[src/rtl/multibyte_bla_subtractor.sv]
// multibyte_bla_subtractor: byte-serial A - B - bin over NBYTES bytes, LSB first, 8-bit borrow-lookahead per byte.
// Latency: each diff byte is valid one cycle after its input handshake; done pulses after the last output handshake.
// Backpressure: one-deep output register; in_ready drops while a held diff byte is not taken.
// Optional: define SUB_COMPARE_EN to add the cmp_eq / cmp_ltu / cmp_lts compare outputs.
module multibyte_bla_subtractor #(
    parameter int NBYTES = 4
) (
    input  logic       clk,
    input  logic       rst_n,
    input  logic       start,
    input  logic       bin,
    input  logic       in_valid,
    output logic       in_ready,
    input  logic [7:0] a_byte,
    input  logic [7:0] b_byte,
    output logic       out_valid,
    input  logic       out_ready,
    output logic [7:0] diff_byte,
    output logic       out_last,
    output logic       busy,
    output logic       done,
    output logic       bout,
    output logic       zero,
    output logic       ovf
`ifdef SUB_COMPARE_EN
    ,
    output logic       cmp_eq,
    output logic       cmp_ltu,
    output logic       cmp_lts
`endif
);

    localparam int CW = $clog2(NBYTES + 1);
    localparam logic [CW-1:0] LAST_IDX = CW'(NBYTES - 1);

    typedef enum logic [1:0] {
        S_IDLE  = 2'd0,
        S_RUN   = 2'd1,
        S_DRAIN = 2'd2
    } state_t;

    state_t        r_state;
    logic [CW-1:0] r_cnt;
    logic          r_borrow;
    logic          r_zero_acc;
`ifdef SUB_COMPARE_EN
    logic          r_d7;
`endif

    logic [7:0] w_g;
    logic [7:0] w_p;
    logic [8:0] w_bc;
    logic [7:0] w_d;
    logic       w_bo;
    logic       w_la_bor;
    logic       w_la_prop;
    logic       w_in_hs;
    logic       w_out_hs;
    logic       w_is_last;

    assign in_ready  = (r_state == S_RUN) && (!out_valid || out_ready);
    assign busy      = (r_state != S_IDLE);
    assign w_in_hs   = in_valid && in_ready;
    assign w_out_hs  = out_valid && out_ready;
    assign w_is_last = (r_cnt == LAST_IDX);

    // Borrow-lookahead: each bit's borrow-in is the OR of every lower generate
    // masked by the propagates above it, plus the incoming borrow masked by all
    // propagates below it, so no bit waits on its neighbour's result.
    always_comb begin
        w_g       = ~a_byte & b_byte;
        w_p       = ~(a_byte ^ b_byte);
        w_bc      = '0;
        w_bc[0]   = r_borrow;
        w_la_bor  = 1'b0;
        w_la_prop = 1'b1;
        for (int i = 0; i < 8; i++) begin
            w_la_bor  = 1'b0;
            w_la_prop = 1'b1;
            for (int j = i; j >= 0; j--) begin
                w_la_bor  = w_la_bor | (w_g[j] & w_la_prop);
                w_la_prop = w_la_prop & w_p[j];
            end
            w_bc[i+1] = w_la_bor | (w_la_prop & r_borrow);
        end
        w_d  = a_byte ^ b_byte ^ w_bc[7:0];
        w_bo = w_bc[8];
    end

    // Control FSM, output register and flag capture in one sequential block.
    always_ff @(posedge clk or negedge rst_n) begin
        if (!rst_n) begin
            r_state    <= S_IDLE;
            r_cnt      <= '0;
            r_borrow   <= 1'b0;
            r_zero_acc <= 1'b0;
            out_valid  <= 1'b0;
            diff_byte  <= 8'h00;
            out_last   <= 1'b0;
            done       <= 1'b0;
            bout       <= 1'b0;
            zero       <= 1'b0;
            ovf        <= 1'b0;
`ifdef SUB_COMPARE_EN
            r_d7       <= 1'b0;
            cmp_eq     <= 1'b0;
            cmp_ltu    <= 1'b0;
            cmp_lts    <= 1'b0;
`endif
        end else begin
            done <= 1'b0;

            case (r_state)
                S_IDLE: begin
                    if (start) begin
                        r_state    <= S_RUN;
                        r_borrow   <= bin;
                        r_cnt      <= '0;
                        r_zero_acc <= 1'b1;
                        bout       <= 1'b0;
                        zero       <= 1'b0;
                        ovf        <= 1'b0;
`ifdef SUB_COMPARE_EN
                        cmp_eq     <= 1'b0;
                        cmp_ltu    <= 1'b0;
                        cmp_lts    <= 1'b0;
`endif
                    end
                end
                S_RUN: begin
                    if (w_in_hs && w_is_last) begin
                        r_state <= S_DRAIN;
                    end
                end
                S_DRAIN: begin
                    if (w_out_hs && out_last) begin
                        r_state <= S_IDLE;
                        done    <= 1'b1;
`ifdef SUB_COMPARE_EN
                        cmp_eq  <= zero;
                        cmp_ltu <= bout;
                        cmp_lts <= r_d7 ^ ovf;
`endif
                    end
                end
                default: r_state <= S_IDLE;
            endcase

            // A newly accepted byte overwrites the output slot; otherwise a
            // taken byte empties it. Held bytes stay untouched.
            if (w_in_hs) begin
                diff_byte  <= w_d;
                out_valid  <= 1'b1;
                out_last   <= w_is_last;
                r_borrow   <= w_bo;
                r_zero_acc <= r_zero_acc & (w_d == 8'h00);
                r_cnt      <= r_cnt + 1'b1;
                if (w_is_last) begin
                    bout <= w_bo;
                    zero <= r_zero_acc & (w_d == 8'h00);
                    ovf  <= (a_byte[7] != b_byte[7]) && (w_d[7] != a_byte[7]);
`ifdef SUB_COMPARE_EN
                    r_d7 <= w_d[7];
`endif
                end
            end else if (w_out_hs) begin
                out_valid <= 1'b0;
            end
        end
    end

endmodule

[config.mk]
export PLATFORM = sky130hd
export DESIGN_NAME = multibyte_bla_subtractor
export DESIGN_NICKNAME = d
export VERILOG_FILES = /design/src/rtl/multibyte_bla_subtractor.sv
export SDC_FILE = /design/constraint.sdc
export NUM_CORES = 1
export LEC_CHECK = 0
export BUFFER_PORTS_ARGS = -buffer_cell sky130_fd_sc_hd__buf_4
export CAP_MARGIN = 20
export CORE_ASPECT_RATIO = 0.75
export CORE_MARGIN = 5
export CORE_UTILIZATION = 53
export CTS_BUF_LIST = sky130_fd_sc_hd__clkbuf_2
export DETAILED_ROUTE_END_ITERATION = 8
export PLACE_DENSITY_LB_ADDON = 0.12
export SYNTH_ARGS = -nofsm -noshare
export SYNTH_HDL_FRONTEND = slang
export SYNTH_SLANG_ARGS = --single-unit
[constraint.sdc]
create_clock -name clk -period 2.1 [get_ports clk]
set_input_delay 0.42 -clock clk [delete_from_list [all_inputs] [get_ports clk]]
set_output_delay 0.42 -clock clk [all_outputs]
set_load 0.005 [all_outputs]
==> run metrics <==
most frequent cells in the layout buf_4 (39), dfrtp_1 (21), nand2_1 (17); initial antenna violation count 0; area delta synth->final 28.0%; Post-synth ARST share 100%; Pwr Density 928 nW/um^2; Vias ~1100; setup_tns 0 ns; IO Pins 38; kind of critical path input port to flip-flop; post-CTS repair timing setup buffer count 0; DR WL met3 between 150 and 200 um; Hold WS between 0.3 and 0.4 ns; I/O Buffers 37; Avg Vias per Cell about 5; complex-gate fraction of the synthesized area 20.1%; status finished clean; syn nets between 150 and 200; Overall Power around 1500 uW; Worst VDD drop about 540 uV; CTS resizes 0; Final Max Slew Viols 0; Post-route DRC 0; Pre-antenna DRT Iters 4; drt first-iter violations 45; top layer in use met4; ranking of synthesized cells by area dfrtp_1 (41%), ha_1 (9.8%), o21ai_0 (6.3%); Worst EP arrival between 1.5 and 2 ns; post-synthesis xor/xnor area fraction under 10%; ANT nets after route 0; Reg area about 530 um^2; count of final hold-check violations 0; highest clock rate 0.588 GHz; Rel. slew slack between 70% and 80%; Hold WC Path Type input port to flip-flop; Cell Area, Synth 1280 um^2; CP required around 2.3 ns; Worst-path clk slew about 0.2 ns; syn avg cell area 9.26 um^2; max incr delay on CP ~0.32 ns; Final Cycle Share slightly above 80%; RSZ-0062 raised after global routing no; flop-to-flop setup slack about 0.4 ns; Yosys top cell area share about two fifths; FP Rows 15; startpoint types input port; die span in y between 50 and 60 um; fill count ~200; final antenna diode count 0; Yosys top cell by area dfrtp_1; Final setup viols 0; Placer Congestion around 0.87; vias in the first global route ~1000; Setup Skew 0.0279 ns; Post-CTS Hold Buffers 1; Die Footprint roughly 3500 um^2; M1 WL roughly 1.3 mm; clk root buf clkbuf_2; most common cell after layout, fill and taps aside buf_4; Post-Synthesis Cells approximately 140; share of cells above drive strength 1 between 20% and 30%; mux contribution to synthesized area 0.881%; Post-synth EDFFs 0; Synth Area in Adders 11.4%; WL/cell 12.7 um; CTS tree done; Clock Tree Buf Depth 2; Syn. warnings 0; H-tree levels 1; total grt overflow 0; Post-DP HPWL ~2.2 mm; sequential-to-total area share from yosys stat a little over 40%; final WL between 2 and 3 mm; Final Cell Area about 1600 um^2; clk_lat worst skew roughly 0.32 ns; Min Clock Period, post-route between 1.5 and 2 ns; area of the multi-input gates 696 um^2; largest net degree at the start of global routing 28; CP max stage cell o41ai_4; max_cap viols 0; Worst setup EP type flip-flop; top_reg_cell synth dfrtp_1; first-pass GRT wire length between 4 and 5 mm; TritonCTS Buffers 3; GRT Total Usage between 15 and 20%; Worst-Margin Slew between 0.3 and 0.4 ns; crit path cell chain buf_4 -> inv_1 -> ha_1 -> a211oi_4 -> o21ai_2 -> o41ai_4 -> o21ba_2 -> o21ai_0; Die Wd between 60 and 70 um; CTS Sinks 21; largest family of logic cells by synthesized area compound AO/OA/AOI/OAI gates; Pleak about 0.00084 uW; placeable core region about 2300 um^2; Initial Utilization between 50% and 60%; area of placed instances 1610 um^2; Yosys cell types 32; Worst Path Max Fanout 4; layout net count around 210; met2 wire len ~1.2 mm; post-synthesis register bit count 21; post-synthesis simple-gate area fraction between 10% and 20%
## Yosys cell counts (3+ instances only)
| cell | instances |
|---|---|
| xnor2_1 | 3 |
| nor2_1 | 10 |
| nand3_1 | 11 |
| ha_1 | 10 |
| dfrtp_1 | 21 |
| nand2_1 | 17 |
| nand2b_1 | 4 |
| inv_1 | 13 |
| a21oi_1 | 3 |
| o21ai_0 | 16 |
| xor2_1 | 5 |
## area by class of cell
cell class              count  share of cell area (%)
multi-input cells         102                    42.5
inverters                  13                    2.98
flip-flops and latches     21                    32.1
well taps                  34                    2.60
repair buffers             40                    18.5
clock buffers               4                    1.22
## per-layer routing
layer / vias up / global-route usage (%)
met5: - / 0
met4: 0 / 2.03
met3: 2 / 4.94
met2: 29 / 28.0
met1: 500 / 24.4
li1: 560 / -
## registers in the layout, indices dropped and copies added, names as in the netlist
signal / count
diff_byte: 8
r_cnt: 3
r_state: 2
bout: 1
done: 1
out_last: 1
out_valid: 1
ovf: 1
r_borrow: 1
r_zero_acc: 1
zero: 1
## through the flow
stage          cells  utilization, %  setup slack [ns]
3_5_place_dp     209            69.5            0.0301
5_1_grt          214            70.8             0.270
6_report         214            70.8             0.399
4_1_cts          214            70.8             0.388
3_3_place_gp     209            69.5             0.103
2_1_floorplan    138               -             0.262
## kinds of logic (layout without fill, tap and decap cells)
group	count (synthesis)	count (layout)
XOR/XNOR	8	8
AND/OR/NAND/NOR	47	47
adder cells (fa/ha/maj)	11	11
buffers and inverters	15	57
multiplexers	1	1
flip-flops	21	21
AO/OA/AOI/OAI	35	35
## power breakdown
group          internal [uW]  switching (uW)
logic                    362             332
registers                556             101
clock network           50.4             117
total                    968             550
## final timing paths
check / startpoint / end / depth (start not counted)
setup / recovery: a_byte[0] / bout$_DFF_PN0_ / 8
hold / removal: a_byte[7] / ovf$_DFF_PN0_ / 3
setup reg to reg: r_borrow$_DFFE_PN0P_ / zero$_DFF_PN0_ / 6
hold reg to reg: diff_byte[7]$_DFFE_PN0P_ / diff_byte[7]$_DFFE_PN0P_ / 2
max in group asynchronous: rst_n / r_zero_acc$_DFFE_PN0P_ / 2
min in group asynchronous: rst_n / diff_byte[7]$_DFFE_PN0P_ / 2
## worst max-delay path: cells and delay by family
kind / cells / cell delay (ns)
adders and majority gates: 1 / 0.28
buffers and inverters: 2 / 0.20
AOI/OAI and AO/OA: 5 / 1.03
Note: power is estimated with default switching activity, not from simulation.
